### src/rtl/stopwatch_ctrl_if.sv
// Stopwatch control bus: tick/button/switch inputs toward the controller and
// the time register plus display status coming back from it.
interface stopwatch_ctrl_if;
   logic       tick_1hz;
   logic       tick_2hz;
   logic       btn_pause;
   logic       btn_clear;
   logic       sw_adj;
   logic       sw_sel;
   logic [5:0] minutes;
   logic [5:0] seconds;
   logic       running;
   logic       blank_min;
   logic       blank_sec;

   // Upstream side: drives ticks and user controls, observes the time.
   modport master (
      output tick_1hz, tick_2hz, btn_pause, btn_clear, sw_adj, sw_sel,
      input  minutes, seconds, running, blank_min, blank_sec
   );

   // Controller side.
   modport slave (
      input  tick_1hz, tick_2hz, btn_pause, btn_clear, sw_adj, sw_sel,
      output minutes, seconds, running, blank_min, blank_sec
   );
endinterface

### src/rtl/stopwatch_ctrl.sv
// Stopwatch mode controller: RUN/PAUSE/ADJ sequencing, MM:SS time register
// and per-field blanking for adjust-mode blinking. All outputs come straight
// from flops so the 7-seg mux sees no input-to-output combinational path.
module stopwatch_ctrl #(
   parameter int MIN_MAX = 59,
   parameter int SEC_MAX = 59
) (
   input  logic             clk,
   input  logic             rst,
   stopwatch_ctrl_if.slave  bus
);

   typedef enum logic [1:0] {
      ST_RUN   = 2'd0,
      ST_PAUSE = 2'd1,
      ST_ADJ   = 2'd2
   } state_t;

   localparam logic [5:0] MIN_TOP = 6'(MIN_MAX);
   localparam logic [5:0] SEC_TOP = 6'(SEC_MAX);

   state_t     state_q, state_d;
   logic [5:0] min_q, min_d;
   logic [5:0] sec_q, sec_d;
   logic       blink_q, blink_d;
   logic       btn_pause_q, btn_pause_d;
   logic       blank_min_q, blank_min_d;
   logic       blank_sec_q, blank_sec_d;
   logic       pause_pulse;

   // Increment with wrap to zero once the terminal value is reached.
   function automatic logic [5:0] inc_wrap(input logic [5:0] value, input logic [5:0] top);
      logic [5:0] result;
      if (value == top) begin
         result = 6'd0;
      end else begin
         result = value + 6'd1;
      end
      return result;
   endfunction

   // Rising-edge detect on the debounced pause button.
   always_comb begin
      btn_pause_d = bus.btn_pause;
      pause_pulse = bus.btn_pause & ~btn_pause_q;
   end

   // Next-state: adjust switch dominates; leaving ADJ always lands in PAUSE.
   always_comb begin
      state_d = state_q;
      if (bus.sw_adj) begin
         state_d = ST_ADJ;
      end else begin
         case (state_q)
            ST_ADJ:   state_d = ST_PAUSE;
            ST_RUN:   state_d = pause_pulse ? ST_PAUSE : ST_RUN;
            ST_PAUSE: state_d = pause_pulse ? ST_RUN : ST_PAUSE;
            default:  state_d = ST_RUN;
         endcase
      end
   end

   // Time register update: clear beats adjust beats normal counting.
   always_comb begin
      min_d = min_q;
      sec_d = sec_q;
      if (bus.btn_clear) begin
         min_d = 6'd0;
         sec_d = 6'd0;
      end else if ((state_q == ST_ADJ) && bus.tick_2hz) begin
         if (bus.sw_sel) begin
            min_d = inc_wrap(min_q, MIN_TOP);
         end else begin
            sec_d = inc_wrap(sec_q, SEC_TOP);
         end
      end else if ((state_q == ST_RUN) && bus.tick_1hz) begin
         sec_d = inc_wrap(sec_q, SEC_TOP);
         if (sec_q == SEC_TOP) begin
            min_d = inc_wrap(min_q, MIN_TOP);
         end else begin
            min_d = min_q;
         end
      end else begin
         min_d = min_q;
         sec_d = sec_q;
      end
   end

   // Blink phase and blanking, computed against the state being entered so
   // the registered blanks line up with the registered state.
   always_comb begin
      blink_d = 1'b0;
      if (state_d != ST_ADJ) begin
         blink_d = 1'b0;
      end else if ((state_q == ST_ADJ) && bus.tick_2hz) begin
         blink_d = ~blink_q;
      end else begin
         blink_d = blink_q;
      end
      blank_min_d = (state_d == ST_ADJ) &  bus.sw_sel & blink_d;
      blank_sec_d = (state_d == ST_ADJ) & ~bus.sw_sel & blink_d;
   end

   // All controller state, asynchronously reset to 00:00 running.
   always_ff @(posedge clk or posedge rst) begin
      if (rst) begin
         state_q     <= ST_RUN;
         min_q       <= 6'd0;
         sec_q       <= 6'd0;
         blink_q     <= 1'b0;
         btn_pause_q <= 1'b0;
         blank_min_q <= 1'b0;
         blank_sec_q <= 1'b0;
      end else begin
         state_q     <= state_d;
         min_q       <= min_d;
         sec_q       <= sec_d;
         blink_q     <= blink_d;
         btn_pause_q <= btn_pause_d;
         blank_min_q <= blank_min_d;
         blank_sec_q <= blank_sec_d;
      end
   end

   assign bus.minutes   = min_q;
   assign bus.seconds   = sec_q;
   assign bus.running   = (state_q == ST_RUN);
   assign bus.blank_min = blank_min_q;
   assign bus.blank_sec = blank_sec_q;

endmodule
### src/flat_wrapper.sv
// flat-port wrapper written by rule: the top's interface ports become plain ports
module stopwatch_ctrl_flat 
#(
   parameter int MIN_MAX = 59,
   parameter int SEC_MAX = 59
)
  (clk, rst, bus_tick_1hz, bus_tick_2hz, bus_btn_pause, bus_btn_clear, bus_sw_adj, bus_sw_sel, bus_minutes, bus_seconds, bus_running, bus_blank_min, bus_blank_sec);
  stopwatch_ctrl_if bus_i ();
  input  logic clk;
  input  logic rst;
  input wire logic [$bits(bus_i.tick_1hz)-1:0] bus_tick_1hz;
  input wire logic [$bits(bus_i.tick_2hz)-1:0] bus_tick_2hz;
  input wire logic [$bits(bus_i.btn_pause)-1:0] bus_btn_pause;
  input wire logic [$bits(bus_i.btn_clear)-1:0] bus_btn_clear;
  input wire logic [$bits(bus_i.sw_adj)-1:0] bus_sw_adj;
  input wire logic [$bits(bus_i.sw_sel)-1:0] bus_sw_sel;
  output wire logic [$bits(bus_i.minutes)-1:0] bus_minutes;
  output wire logic [$bits(bus_i.seconds)-1:0] bus_seconds;
  output wire logic [$bits(bus_i.running)-1:0] bus_running;
  output wire logic [$bits(bus_i.blank_min)-1:0] bus_blank_min;
  output wire logic [$bits(bus_i.blank_sec)-1:0] bus_blank_sec;
  assign bus_i.tick_1hz = bus_tick_1hz;
  assign bus_i.tick_2hz = bus_tick_2hz;
  assign bus_i.btn_pause = bus_btn_pause;
  assign bus_i.btn_clear = bus_btn_clear;
  assign bus_i.sw_adj = bus_sw_adj;
  assign bus_i.sw_sel = bus_sw_sel;
  assign bus_minutes = bus_i.minutes;
  assign bus_seconds = bus_i.seconds;
  assign bus_running = bus_i.running;
  assign bus_blank_min = bus_i.blank_min;
  assign bus_blank_sec = bus_i.blank_sec;
  stopwatch_ctrl #(.MIN_MAX(MIN_MAX), .SEC_MAX(SEC_MAX)) u_core (.clk(clk), .rst(rst), .bus(bus_i));
endmodule
### config.mk
export PLATFORM = sky130hd
export DESIGN_NAME = stopwatch_ctrl_flat
export DESIGN_NICKNAME = d
export VERILOG_FILES = /design/src/rtl/stopwatch_ctrl_if.sv /design/src/rtl/stopwatch_ctrl.sv /design/src/flat_wrapper.sv
export SDC_FILE = /design/constraint.sdc
export NUM_CORES = 1
export LEC_CHECK = 0
export CAP_MARGIN = 0
export CELL_PAD_IN_SITES_DETAIL_PLACEMENT = 0
export CELL_PAD_IN_SITES_GLOBAL_PLACEMENT = 1
export CORE_MARGIN = 3
export CORE_UTILIZATION = 35
export CTS_CLUSTER_SIZE = 20
export DETAILED_ROUTE_END_ITERATION = 8
export DONT_BUFFER_PORTS = 1
export PLACE_DENSITY = 0.6
export RECOVER_POWER = 25
export SLEW_MARGIN = 40
export SYNTH_ARGS = -nofsm -noshare
export SYNTH_HDL_FRONTEND = slang
export SYNTH_SLANG_ARGS = --single-unit
### constraint.sdc
create_clock -name clk -period 3.8 [get_ports clk]
set_clock_uncertainty 0.15 [all_clocks]
set_input_delay 0.57 -clock clk [delete_from_list [all_inputs] [get_ports clk]]
set_output_delay 0.57 -clock clk [all_outputs]
set_load 0.01 [all_outputs]
**Yosys cells after proc, flatten, opt, wreduce, memory -nomap -nowiden**

Index checks and enable logic that the tools add are counted.

- Output and inout bits: 15
- Input port bits: 8
- Memories: 0
- Latch bits: 0
- Logic and storage cells: 49
- Bits in writable memories: 0
- Bits in registers: 18
- Memory bits (read-only): 0

- Bitwise gates (word level): 8
- Div/mod/pow operators: 0
- Eq/ne operators: 8
- Reductions and logical operators: 7
- $add $sub $neg: 2
- Shifts and indexed selects: 0
- $mul: 0
- Order comparisons: 0
- Muxes and demuxes: 17

Operator list:

| operator | count |
|---|---|
| $mux W6 | 11 |
| $add A6 B1 Y6 const B | 2 |
| $eq A6 B6 Y1 const B | 2 |
| $ne A3 B3 Y1 const B | 2 |
| $pmux W2 S3 | 1 |
| $reduce_bool A3 Y1 | 2 |
| $and A1 B1 Y1 | 5 |
| $eq A2 B2 Y1 const B | 2 |
| $mux W1 | 4 |
| $not A1 Y1 | 3 |
| $reduce_and A3 Y1 | 1 |
| $eq A2 B1 Y1 const B | 1 |
| $logic_and A1 B1 Y1 | 2 |
| $logic_not A2 Y1 | 1 |
| $mux W2 | 1 |
| $ne A2 B2 Y1 const B | 1 |
| $reduce_and A2 Y1 | 1 |

**Logic depth before layout (Yosys ltp)**

Gate-level depths: netlist of the first run.

- Depth after elaboration: 8
- Gate-level depth with buffers: 5
- Mapped depth without buffers: 5

**Worst setup path before layout of the first run**

Ideal clock, no wire load.

- Path type: reg-to-reg
- From: register u_core.sec_q[0], in the netlist u_core.bus.seconds[0]
- To: register u_core.min_q[3], in the netlist u_core.bus.minutes[3]
- Slack: 2.036 ns
- Required time: 3.529 ns
- Cell stages (with the launch flop): 6
- Arrival time: 1.493 ns
- Path buffers: 0
- Clock period less this slack: 1.764 ns
- Library setup time: 0.121 ns
- Path through: dfrtp_1 ha_1 and4b_2 nand4_4 a22o_1 a22o_1

- Longest elaborated chain between the ends: 3

RTL lines:

| item | RTL line | text |
|---|---|---|
| start: declaration | stopwatch_ctrl.sv:24 | `logic [5:0] sec_q, sec_d;` |
| start signal: assignment | stopwatch_ctrl.sv:109 | `sec_q <= 6'd0;` |
| start signal: assignment | stopwatch_ctrl.sv:117 | `sec_q <= sec_d;` |
| $eq A6 B6 Y1 | stopwatch_ctrl.sv:78 | `if (sec_q == SEC_TOP) begin` |
| $reduce_bool A3 Y1 (no source line) | n/a |  |
| $reduce_and A3 Y1 (no source line) | n/a |  |
| end signal: assignment | stopwatch_ctrl.sv:116 | `min_q <= min_d;` |
| end: declaration | stopwatch_ctrl.sv:23 | `logic [5:0] min_q, min_d;` |

Every way passes these cells.
A chain may end at the register's enable or synchronous reset.

**Final worst setup path of the first run**

- From: register u_core.sec_q[0], in the netlist u_core.bus.seconds[0]
- To: register u_core.min_q[0], in the netlist u_core.bus.minutes[0]

The elaborated chain is that of the path after synthesis.

==> results.py, run 1 <==
metrics = {
    "run_status": {
        "status": "finished clean",
    },
    "worst_setup_path": {
        "path_cells": "ha_1, and4b_2, nand4_4, and2_1, mux2_2",
        "crit_required_ns": 3.84,
        "start_kind": "register",
        "end_kind": "register",
        "cp_num_buf_inv": 0,
        "worstSetupPathType": "reg2reg",
        "cp_max_fo": 7,
        "cp_slowest_cell": "dfrtp_1",
        "arrival_ns": 1.97,
        "cp_top_family": "simple AND/OR/NAND/NOR gates",
        "cp_slowest_stage_delay_ns": 0.47,
    },
    "pwr": {
        "report.power.total_mw": 0.402,
        "switchingPower_mw": 0.114,
        "leakagePower_nw": 0.433,
        "power_frac_clock_pct": 29.3,
        "power_density_nw_per_um2": 402,
        "p_seq_share_pct": 58.7,
        "p_comb_share_pct": 11.9,
        "swShare_pct": 28.3,
        "peakVddDrop_v": 0.000265,
        "p_int_mw": 0.288,
    },
    "die": {
        "ioPinCount": 23,
        "core_sq_um": 2520,
        "num_rows": 18,
        "start_util_pct": 37.2,
        "die_h_um": 57.8,
        "die_area_sq_um": 3340,
        "fp.dieW_um": 57.8,
    },
    "sta": {
        "hold_violations": 0,
        "min_period_ns": 1.93,
        "tns_ns": 0,
        "slew_viol_final": 0,
        "setup_viol": 0,
        "post-route-period-util_pct": 50.8,
        "fmax_mhz": 518,
        "max_slew_margin_pct": 53.4,
        "rsz0062_at_grt": "no",
        "worstMarginPinSlew_ns": 0.699,
    },
    "logic_synthesis": {
        "yosys-top-cells-count": "18 x dfrtp_1, 10 x nand3_1, 7 x nand2_1",
        "synth_top_area_share_pct": 48.0,
        "syn-num-nets": 103,
        "ys_seq_elements": 18,
        "ys_seq_area_share_pct": 48.0,
        "ys_types": 34,
        "ys_warn_count": 0,
        "synth_area_sq_um": 938,
        "synth_edf_count": 0,
        "synth_ff_type": "dfrtp_1",
        "yosys-top-cells-area": "dfrtp_1 48%, nand3_1 5.3%, a22o_1 3.7%",
        "synth_top_area_cell": "dfrtp_1",
        "synthCells": 93,
        "synth_most_common_cell": "dfrtp_1",
        "ys_async_sr_fraction_pct": 100,
        "post_synth.cell_area_avg_sq_um": 10.1,
    },
    "cts": {
        "clock_path_buffers": 2,
        "post_cts_resized": 0,
        "clock_latency_ns": 0.29,
        "clk_pin_slew_worst_paths_ns": 0.10,
        "cts_buffers": 3,
        "cts_sinks": 18,
        "postCtsSetupRepairBufs": 0,
        "cts_tree": "yes",
        "cts_root_buf": "clkbuf_4",
        "ctsHoldBuffers": 0,
        "h-tree-depth": 1,
    },
    "place": {
        "dp_hpwl_um": 1380,
        "dpl_cell_area_sq_um": 965,
        "gp_congestion": 0.723,
        "place_inst": 121,
        "port_buffers": 0,
    },
    "global_route": {
        "grt_pass1_vias": 694,
        "overflow": 0,
        "grt_max_degree": 19,
        "grt_antenna_before_repair": 0,
        "grt_pass1_wl_um": 3140,
        "track_usage_pct": 12.3,
    },
    "route": {
        "drtIter0Drc": 23,
        "drtAntennaViolNets": 0,
        "wl_per_cell_um": 14.8,
        "totalWireLength_um": 1850,
        "post-route-drc-count": 0,
        "viasPerCell": 5.53,
        "first_pass_iters": 4,
        "vias": 691,
    },
    "run": {
        "drv_cap": 0,
    },
    "final_layout": {
        "drive_gt1_share_pct": 11.6,
        "nets": 106,
        "final_cell_count_no_fill": 125,
        "synthToLayoutAreaGrowth_pct": 6.67,
        "diodes": 0,
        "final_cell_area_sq_um": 1000,
    },
    "worst_hold_path": {
        "min_path_type": "in2async",
    },
}
## placed cells by master (no fill, tap or decap)
cell type,count
dfrtp_1,18
nand3_1,10
nand2_1,7
nor2_1,6
nor2b_1,4
o21ai_0,4
a21oi_1,4
inv_1,4
a22o_1,4
and2_1,3
nand2b_1,3
clkbuf_4,3
or4_1,2
o211ai_1,2
ha_1,2
a31oi_1,1
and4b_2,1
nor2_2,1
nand4_4,1
a41oi_1,1
a21boi_2,1
o2bb2ai_1,1
and3_1,1
a221oi_2,1
or2_2,1
or3_1,1
xor2_1,1
nand3b_1,1
xnor2_1,1
nor3b_1,1
nor4b_1,1
a221o_1,1
mux2_2,1
clkbuf_8,1
## worst reg2reg max path, stage by stage (launching register included)
cell and delay (ns):
dfrtp_1 0.47, ha_1 0.24, and4b_2 0.30, nand4_4 0.16, and2_1 0.24, mux2_2 0.27
## sequential cells by signal, summed over array words and instances (netlist names)
name / flops
u_core.btn_pause_q: 1
u_core.blink_q: 1
u_core.bus.seconds: 6
u_core.bus.blank_sec: 1
u_core.bus.blank_min: 1
u_core.bus.minutes: 6
u_core.state_q: 2
## area by class of cell
| type | instances | area, sq um |
|---|---|---|
| clock buffers | 4 | 36.3 |
| fillers | 254 | 1520 |
| inverters | 4 | 15.0 |
| multi-input cells | 69 | 462 |
| flip-flops and latches | 18 | 450 |
| well taps | 30 | 37.5 |
## cell families (layout without fill, tap and decap cells)
kind of cell,after synthesis,in the layout,share of synthesized area [%]
simple gates,44,44,27.5
xor+xnor,2,2,1.87
mux,1,1,1.20
compound gates,20,20,16.0
flops,18,18,48.0
buf+inv,6,8,2.80
fa+ha+maj,2,2,2.67
## stage by stage
stage | setup slack, ns | util (%) | hold slack [ns]
after floorplan | 2.04 | - | 0.359
after global placement | 1.85 | 38.2 | 0.433
after detailed placement | 1.84 | 38.2 | 0.439
after CTS | 1.86 | 39.7 | 0.122
after global routing | 1.75 | 39.7 | 0.108
final | 1.87 | 39.7 | 0.0965
## power by group through the flow
stage	logic [mW]	clock network, mW	registers [mW]
floorplan	0.0442	0	0.234
global placement	0.0495	0	0.240
detailed placement	0.0490	0	0.240
CTS	0.0493	0.125	0.236
global route	0.0570	0.133	0.240
finish	0.0479	0.118	0.236
## routing by layer
layer | track usage [%] | share of wire (%)
met1 | 13.9 | 46
met2 | 21.1 | 48
met3 | 5.57 | 5.6
met4 | 2.98 | 0.98
met5 | 0 | 0
## worst paths after layout
path	slack [ns]	cells after the start	endpoint	from
setup / recovery	1.87	5	u_core.bus.minutes[0]$_DFFE_PP0P_	u_core.bus.seconds[0]$_DFFE_PP0P_
hold / removal	0.1	1	u_core.bus.minutes[4]$_DFFE_PP0P_	rst
min in group clk	0.15	0	u_core.state_q[1]$_DFF_PP0_	bus_sw_adj
setup reg to reg	1.87	5	u_core.bus.minutes[0]$_DFFE_PP0P_	u_core.bus.seconds[0]$_DFFE_PP0P_
max in group asynchronous	2.98	1	u_core.bus.seconds[1]$_DFFE_PP0P_	rst
hold reg to reg	0.47	2	u_core.blink_q$_DFF_PP0_	u_core.blink_q$_DFF_PP0_
Note: power is estimated with default switching activity, not from simulation.
==> run 2, diff against run 1 <==
PLACE_DENSITY = 0.62   (was 0.6)
clock period = 1.7 ns   (was 3.8 ns; I/O delays follow)
==> run 2 against run 1 <==
Against the previous run:
- critical path type unchanged
- cell count up 22%
- combinational power rose to 5.3 times the previous value
- sequential power is 110% higher
==> results.py, run 2 (same netlist as run 1, synthesis figures left out) <==
metrics = {
    "global_route": {
        "grt_pass1_vias": 826,
        "top_usage_layer": "met2",
        "overflow": 0,
        "met2_usage_pct": 24.4,
        "grt_use_met3_pct": 3.12,
        "use_met1_pct": 19.0,
        "grt_antenna_before_repair": 0,
        "track_usage_pct": 14.8,
        "grt_pass1_wl_um": 3870,
        "grt_max_degree": 19,
    },
    "worst_setup_path": {
        "start_kind": "register",
        "r2r_end": "u_core.bus.minutes[3]$_DFFE_PP0P_",
        "r2r_setup_slack_ns": 0.02,
        "arrival_ns": 1.72,
        "crit_required_ns": 1.74,
        "rr_worst_depth": 5,
        "cp_max_fo": 5,
        "worstSetupPathType": "reg2reg",
        "timing.rr.start": "u_core.bus.seconds[0]$_DFFE_PP0P_",
        "end_kind": "register",
    },
    "pwr": {
        "leakagePower_nw": 0.578,
        "report.power.total_mw": 1.01,
        "swShare_pct": 28.8,
        "p_int_mw": 0.723,
        "power_density_nw_per_um2": 783,
        "p_seq_share_pct": 48.7,
        "switchingPower_mw": 0.292,
        "p_comb_share_pct": 25.1,
        "peakVddDrop_v": 0.000594,
        "power_frac_clock_pct": 26.2,
    },
    "route": {
        "first_pass_iters": 4,
        "viasPerCell": 5.28,
        "totalWireLength_um": 2210,
        "post-route-drc-count": 0,
        "vias": 808,
        "drtIter0Drc": 15,
        "wl_per_cell_um": 14.5,
        "drtAntennaViolNets": 0,
    },
    "die": {
        "die_h_um": 57.8,
        "num_rows": 18,
        "die_area_sq_um": 3340,
        "fp.dieW_um": 57.8,
        "start_util_pct": 37.2,
        "ioPinCount": 23,
        "core_sq_um": 2520,
    },
    "cts": {
        "clk_pin_slew_worst_paths_ns": 0.10,
        "cts_root_buf": "clkbuf_4",
        "cts_sinks": 18,
        "cts_tree": "yes",
        "clock_latency_ns": 0.29,
        "h-tree-depth": 1,
        "cts_buffers": 3,
        "clock_path_buffers": 2,
    },
    "final_layout": {
        "layout_commonest_cell": "buf_4",
        "nets": 134,
        "n_fill_cell": 242,
        "final_cell_area_sq_um": 1300,
        "diodes": 0,
        "fin_util_pct": 51.4,
        "final_cell_count_no_fill": 153,
        "drive_gt1_share_pct": 35.0,
        "synthToLayoutAreaGrowth_pct": 38.1,
        "most-common-layout-cells": "21 x buf_4, 18 x dfrtp_1, 9 x nand3_1",
    },
    "place": {
        "dpl_cell_area_sq_um": 1120,
        "gp_congestion": 0.777,
        "place_inst": 140,
        "port_buffers": 0,
        "dpl_worst_slack_ns": -0.0360,
        "dp_hpwl_um": 1550,
    },
    "sta": {
        "post-route-period-util_pct": 99.1,
        "setup_slack_ns": 0.0157,
        "rsz0062_at_grt": "yes",
        "hold_violations": 0,
        "min_period_ns": 1.68,
        "fmax_mhz": 594,
        "max_slew_margin_pct": 35.6,
        "slew_viol_final": 0,
        "setup_viol": 0,
        "worstMarginPinSlew_ns": 0.966,
    },
    "worst_hold_path": {
        "hold_end": "u_core.bus.seconds[4]$_DFFE_PP0P_",
        "hold_path_depth": 3,
        "min_path_type": "in2reg",
        "min-delay-start": "bus_btn_clear",
    },
    "run_status": {
        "status": "finished clean",
    },
    "run": {
        "drv_cap": 0,
    },
}
==> run 2: cell count changes in the layout (fill, tap and decap cells not counted), sizes merged <==
cell,delta
clkbuf,+1
buf,+22
dlygate4sd3,+5
==> run 2: layout make-up <==
class	instances	area (sq um)	share of cell area, %
timing repair buffer	28	223	17.2
inverter	4	15.0	1.16
tap	30	37.5	2.90
multi-input combinational	69	534	41.2
sequential	18	450	34.7
clock buffer	4	36.3	2.80
==> run 2: critical path, stage by stage, from the launching register on <==
cell and delay (ns):
dfrtp_1 0.38, ha_2 0.19, and4b_2 0.26, nand4_4 0.13, a22o_1 0.27, a22o_1 0.21
==> run 2: layer usage <==
metal | up-vias | part of all wire, %
li1 | 400 | -
met1 | 386 | 44
met2 | 20 | 49
met3 | 2 | 5.6
met4 | 0 | 0.68
met5 | - | 0
==> run 2: worst max path at each step <==
| stage | start | end | slack (ns) | depth (start not counted) |
|---|---|---|---|---|
| floorplan | u_core.bus.seconds[0]$_DFFE_PP0P_ | u_core.bus.minutes[0]$_DFFE_PP0P_ | -0.04 | 5 |
| global placement | u_core.bus.minutes[0]$_DFFE_PP0P_ | u_core.bus.minutes[0]$_DFFE_PP0P_ | 0.002 | 5 |
| detailed placement | u_core.bus.minutes[0]$_DFFE_PP0P_ | u_core.bus.minutes[0]$_DFFE_PP0P_ | -0.04 | 5 |
| CTS | u_core.state_q[1]$_DFF_PP0_ | u_core.bus.seconds[0]$_DFFE_PP0P_ | -0.01 | 5 |
| global route | u_core.state_q[1]$_DFF_PP0_ | u_core.bus.minutes[0]$_DFFE_PP0P_ | -0.02 | 4 |
| finish | u_core.bus.seconds[0]$_DFFE_PP0P_ | u_core.bus.minutes[3]$_DFFE_PP0P_ | 0.02 | 5 |
==> run 2: per-stage QoR <==
stage               TNS [ns]  hold slack, ns
finish                     0         0.00667
global route         -0.0349         0.00727
CTS                  -0.0249         0.00969
detailed placement   -0.0928          0.0319
global placement           0          0.0312
floorplan            -0.0930          0.0436
==> run 2: what timing repair did <==
item / 4_1_cts / 5_1_grt
setup endpoints to repair: 6 / 12
setup buffers: 1 / 3
resized for setup: 2 / 13
hold buffers: 5 / 0
pin swaps: 1 / 7
hold endpoints to repair: 31 / 0
==> run 2: power groups by stage <==
stage,Combinational (mW),Clock (mW),Sequential (mW)
2_1_floorplan,0.103,0,0.524
3_3_place_gp,0.218,0,0.498
3_5_place_dp,0.220,0,0.499
4_1_cts,0.235,0.279,0.491
5_1_grt,0.287,0.298,0.498
6_report,0.254,0.266,0.494
==> run 3, diff against run 2 <==
CORE_ASPECT_RATIO = 1.5   (was not set)
CORE_UTILIZATION = 30   (was 35)
PLACE_DENSITY = 0.54   (was 0.62)
==> run 3 against run 2 <==
Against the previous run:
- die area grew 15%
- maximum frequency grew 1.6%
- total power grew 8.4%
- critical endpoint is now u_core.bus.minutes[0]$_DFFE_PP0P_
- first-iteration DRC count shrank 60%
- cell count grew 8.5%
- routed wire length grew 5.9%
- combinational power is essentially flat
- setup slack gained 0.026 ns
- sequential power is essentially flat
- final area grew 3.7%
- critical path depth is the same
- register-to-register slack gained 0.03 ns
==> results.py, run 3 (same netlist as run 1, synthesis figures left out) <==
metrics = {
    "worst_setup_path": {
        "worstSetupPathType": "reg2reg",
        "arrival_ns": 1.65,
        "crit_required_ns": 1.69,
        "timing.rr.start": "u_core.bus.seconds[0]$_DFFE_PP0P_",
        "end_kind": "register",
        "start_kind": "register",
        "cp_max_fo": 5,
        "crit_start": "u_core.bus.seconds[0]$_DFFE_PP0P_",
    },
    "final_layout": {
        "nets": 138,
        "layout_commonest_cell": "buf_4",
        "most-common-layout-cells": "26 x buf_4, 17 x dfrtp_1, 10 x nand3_1",
        "drive_gt1_share_pct": 38.6,
        "synthToLayoutAreaGrowth_pct": 43.2,
        "final_cell_count_no_fill": 166,
        "fin_util_pct": 45.7,
        "diodes": 0,
        "final_cell_area_sq_um": 1340,
    },
    "sta": {
        "fmax_mhz": 603,
        "hold_violations": 0,
        "tns_ns": 0,
        "max_slew_margin_pct": 74.4,
        "worst_hold_slack_ns": 0.0144,
        "slew_viol_final": 0,
        "min_period_ns": 1.66,
        "post-route-period-util_pct": 97.5,
        "setup_viol": 0,
        "rsz0062_at_grt": "yes",
        "setup_slack_ns": 0.0418,
        "worstMarginPinSlew_ns": 0.383,
    },
    "global_route": {
        "grt_max_degree": 15,
        "grt_antenna_before_repair": 0,
        "grt_pass1_vias": 850,
        "grt_pass1_wl_um": 3770,
        "track_usage_pct": 13.1,
        "overflow": 0,
    },
    "place": {
        "place_inst": 156,
        "gp_congestion": 0.735,
        "dpl_worst_slack_ns": -0.0260,
        "dp_hpwl_um": 1790,
        "dpl_cell_area_sq_um": 1180,
        "port_buffers": 0,
    },
    "route": {
        "viasPerCell": 4.87,
        "vias": 809,
        "drtAntennaViolNets": 0,
        "totalWireLength_um": 2340,
        "post-route-drc-count": 0,
        "drtIter0Drc": 6,
        "wl_per_cell_um": 14.1,
        "first_pass_iters": 2,
    },
    "cts": {
        "cts_sinks": 18,
        "cts_root_buf": "clkbuf_8",
        "clk_pin_slew_worst_paths_ns": 0.07,
        "h-tree-depth": 1,
        "cts_buffers": 3,
        "clock_latency_ns": 0.25,
        "cts_tree": "yes",
        "clock_path_buffers": 2,
    },
    "run": {
        "drv_cap": 0,
    },
    "worst_hold_path": {
        "min-delay-start": "bus_sw_adj",
        "min_path_type": "in2reg",
    },
    "pwr": {
        "peakVddDrop_v": 0.000400,
        "power_density_nw_per_um2": 819,
        "report.power.total_mw": 1.10,
        "leakagePower_nw": 0.615,
    },
    "run_status": {
        "status": "finished clean",
    },
    "die": {
        "fp.dieW_um": 51.7,
        "start_util_pct": 31.9,
        "die_h_um": 74.5,
        "ioPinCount": 23,
        "core_sq_um": 2940,
        "num_rows": 24,
        "die_area_sq_um": 3850,
    },
}
run 3: area by class of cell:
| class | instances | area (sq um) |
|---|---|---|
| Multi-Input combinational cell | 69 | 522 |
| Sequential cell | 18 | 452 |
| Timing Repair Buffer | 32 | 251 |
| Inverter | 4 | 15.0 |
| Clock buffer | 4 | 55.1 |
| Fill cell | 303 | 1600 |
| Tap cell | 39 | 48.8 |
run 3: layer usage:
layer / track usage [%] / vias to the layer above / part of all wire, %
li1: - / 408 / -
met1: 14.0 / 384 / 41
met2: 23.8 / 15 / 53
met3: 3.21 / 2 / 4.9
met4: 6.12 / 0 / 0.98
met5: 0 / - / 0
run 3: path summary, 6_finish.rpt:
path	to	slack, ns	depth (start not counted)
max in group asynchronous	u_core.bus.minutes[0]$_DFFE_PP0P_	0.58	3
hold / removal	u_core.blink_q$_DFF_PP0_	0.01	1
setup reg to reg	u_core.bus.minutes[0]$_DFFE_PP0P_	0.04	5
min in group asynchronous	u_core.bus.blank_sec$_DFF_PP0_	0.22	2
setup / recovery	u_core.bus.minutes[0]$_DFFE_PP0P_	0.04	5
hold reg to reg	u_core.bus.seconds[0]$_DFFE_PP0P_	0.46	2
run 3: timing repair:
item | 4_1_cts | 5_1_grt
gates resized for setup | 4 | 10
endpoints found under the setup margin | 4 | 7
gates cloned | 0 | 0
hold buffers | 4 | 0
hold endpoints to repair | 23 | 0
buffers inserted | 1 | 1
pin swaps | 2 | 7
run 3: critical path, cell delays in order (launching register included):
cell     delay (ns)
dfrtp_1        0.36
ha_2           0.18
and4b_2        0.26
nand4_4        0.13
and2_4         0.21
mux2_4         0.25
run 3: power by group:
part	switching (mW)	internal, mW
logic	0.121	0.133
clock network	0.144	0.206
registers	0.0302	0.466
==> RTL change: new RTL, flow settings as in run 2 <==
Re-encode `state_t` (3 states) as one-hot, 3 bits wide.
--- a/src/rtl/stopwatch_ctrl.sv
+++ b/src/rtl/stopwatch_ctrl.sv
@@ -10,10 +10,10 @@
    stopwatch_ctrl_if.slave  bus
 );
 
-   typedef enum logic [1:0] {
-      ST_RUN   = 2'd0,
-      ST_PAUSE = 2'd1,
-      ST_ADJ   = 2'd2
+   typedef enum logic [2:0] {
+      ST_RUN   = 3'b001,
+      ST_PAUSE = 3'b010,
+      ST_ADJ   = 3'b100
    } state_t;
 
    localparam logic [5:0] MIN_TOP = 6'(MIN_MAX);
Function: no difference found for any inputs over 10 cycles, from zero or initial values and one cycle with rst high; not proved beyond that.
==> RTL change against run 2 <==
The run now ends with negative setup slack left. Sequential share of layout area up 1.2 points. Sequential cell count increased by 1. Setup slack worse by 0.037 ns. Wire length is 4.2% higher. Synthesized cell count grew 4.3%. Count of clock-buffer cells in the layout is the same. Cell area up 2.2%. Total power fell by 8.6%. Worst hold slack better by 0.013 ns. Clock power shrank 14%. Core utilization is 3.8 points lower. Global-route usage down 0.21 points. Synthesized area grew 9.5%.
==> RTL change: results (changes against run 2) <==
.. list-table::
   :header-rows: 1

   * - Metric
     - Value
   * - Ratio of cells with drive above 1 in the final layout
     - 0.302 (-0.0480)
   * - Wire length of the first global-routing pass
     - 3920 um (+1.3%)
   * - Cell leakage power
     - 0.594 nW (+2.8%)
   * - Post-synthesis net count
     - 107 (+3.9%)
   * - Setup bufs post-CTS
     - 0 (-1)
   * - Worst stage delay on the critical path
     - 0.55 ns (+0.17 ns)
   * - Final Setup Violations
     - 3 (+3)
   * - Average vias per placed instance
     - 5.30 (+0.35%)
   * - Clock insertion delay at the later pin of the skew report
     - 0.29 ns (about the same)
   * - GRT Total Usage
     - 0.146 (-0.00213)
   * - Share of the yosys chip area belonging to registers
     - 0.464 (-0.0159)
   * - Synth top area cells
     - sky130_fd_sc_hd__dfrtp_1 44%, sky130_fd_sc_hd__nand2_1 3.7%, sky130_fd_sc_hd__nand2b_1 3.7%, sky130_fd_sc_hd__dfstp_2 2.6%, sky130_fd_sc_hd__ha_1 2.4%
   * - Cell Count Post-Placement
     - 148 (+5.7%)
   * - Cell at the root of the clock tree
     - sky130_fd_sc_hd__clkbuf_4
   * - First-pass DRT Iterations
     - 4 (unchanged)
   * - Post-Synthesis Cells
     - 97 (+4.3%)
   * - Proportion of synthesized flip-flops having asynchronous set or reset
     - 1.00 (unchanged)
   * - Critical path's slowest cell
     - sky130_fd_sc_hd__dfstp_2
   * - Crit-path max FO
     - 6 (+1)
   * - Final Worst Setup Slack
     - -0.0211 ns (-0.0368 ns)
   * - Hold path depth
     - 2 (-1)
   * - Routed length per instance
     - 14.7 um (+1.6%)
   * - Arrival time at the worst endpoint
     - 1.77 ns (+0.05 ns)
   * - Cell types with the highest counts after synthesis
     - 18 x sky130_fd_sc_hd__dfrtp_1, 10 x sky130_fd_sc_hd__nand2_1, 6 x sky130_fd_sc_hd__nand2b_1
   * - Num CTS Buffers
     - 3 (unchanged)
   * - Routability-driven placement congestion ratio
     - 0.754 (-2.9%)
   * - Maximum vdd drop
     - 0.488 mV (-18%)
   * - Pin count of the biggest net entering global routing
     - 20 (+1)
   * - Via count of the first global-routing pass
     - 847 (+2.5%)
   * - Relative slew slack
     - 0.677 (+0.321)
   * - Drt first-iter violations
     - 68 (+53)
   * - Final layout net count
     - 137 (+2.2%)
   * - Worst Setup Path Type
     - flop to flop
   * - Reg2reg path depth
     - 4 (-1)
   * - Total placed instance area
     - 0.00122 mm2 (+9.8%)
   * - Run status
     - finished with violations
   * - Net switching share of the total power
     - 0.275 (-0.0123)
   * - Final Instance Count excl. Fillers
     - 157 (+2.6%)
   * - Failing checks
     - negative setup slack
   * - Post-DP HPWL
     - 1670 um (+8.3%)
   * - Number of different library cells in the post-synthesis netlist
     - 43 (+26%)
==> RTL change: cell count changes in the layout (fill, tap and decap cells not counted), sizes merged, moves of 3 or more <==
cell | run 2 | this run
nand3 | 10 | 4
nor2 | 7 | 2
nand2 | 7 | 10
nand2b | 3 | 6
==> RTL change: logic make-up (layout without fill, tap and decap cells) <==
family / after synthesis / after routing / share of synthesized area
xor+xnor: 1 / 1 / 0.00853
fa+ha+maj: 2 / 2 / 0.0244
simple gates: 42 / 42 / 0.259
mux: 2 / 2 / 0.0207
flops: 19 / 19 / 0.464
buf+inv: 5 / 34 / 0.0183
compound gates: 26 / 26 / 0.205
==> RTL change: metrics by stage <==
stage	TNS, ns	worst slack [ns]
6_report	-0.0498	-0.0211
5_1_grt	-0.449	-0.0728
4_1_cts	-0.0254	-0.0226
3_5_place_dp	-0.0269	-0.0269
3_3_place_gp	0	0.00193
2_1_floorplan	-0.0134	-0.00802
==> RTL change: area by class of cell <==
| cell class | instances | area, um2 |
|---|---|---|
| Clock buffer | 4 | 26.3 |
| Timing Repair Buffer | 26 | 205 |
| Inverter | 4 | 15.0 |
| Multi-Input combinational cell | 73 | 563 |
| Fill cell | 274 | 1460 |
| Sequential cell | 19 | 477 |
| Tap cell | 31 | 38.8 |
==> RTL change: path summary, 6_finish.rpt <==
path / start / endpoint / slack (ns)
min in group asynchronous: rst / u_core.bus.minutes[1] / 0.34
worst min-delay path: bus_btn_clear / u_core.bus.seconds[4] / 0.02
max in group asynchronous: rst / u_core.state_q[0] / 0.71
worst max-delay path: u_core.state_q[0] / u_core.bus.seconds[5] / -0.02
worst max register to register: u_core.state_q[0] / u_core.bus.seconds[5] / -0.02
worst min register to register: u_core.bus.minutes[4] / u_core.bus.minutes[4] / 0.44
==> RTL change: power by group through the flow <==
stage               Sequential [W]  Combinational (W)  Clock (W)
floorplan                 0.000531          0.0000917          0
global placement          0.000515           0.000177          0
detailed placement        0.000516           0.000178          0
CTS                       0.000507           0.000193   0.000238
global route              0.000512           0.000217   0.000256
finish                    0.000507           0.000191   0.000229
==> RTL change: timing repair <==
item                                    CTS  global route
hold buffers                              5             0
endpoints found under the hold margin    30             0
gates cloned                              0             0
endpoints found under the setup margin    6            10
pin swaps                                 1             1
gates resized for setup                   3             3
==> RTL change: per-layer routing <==
metal,track usage,vias to the layer above,wire [um]
met5,0,-,0
met4,0.0475,0,23
met3,0.0238,2,111
met2,0.228,16,1070
met1,0.205,397,1100
li1,-,417,-
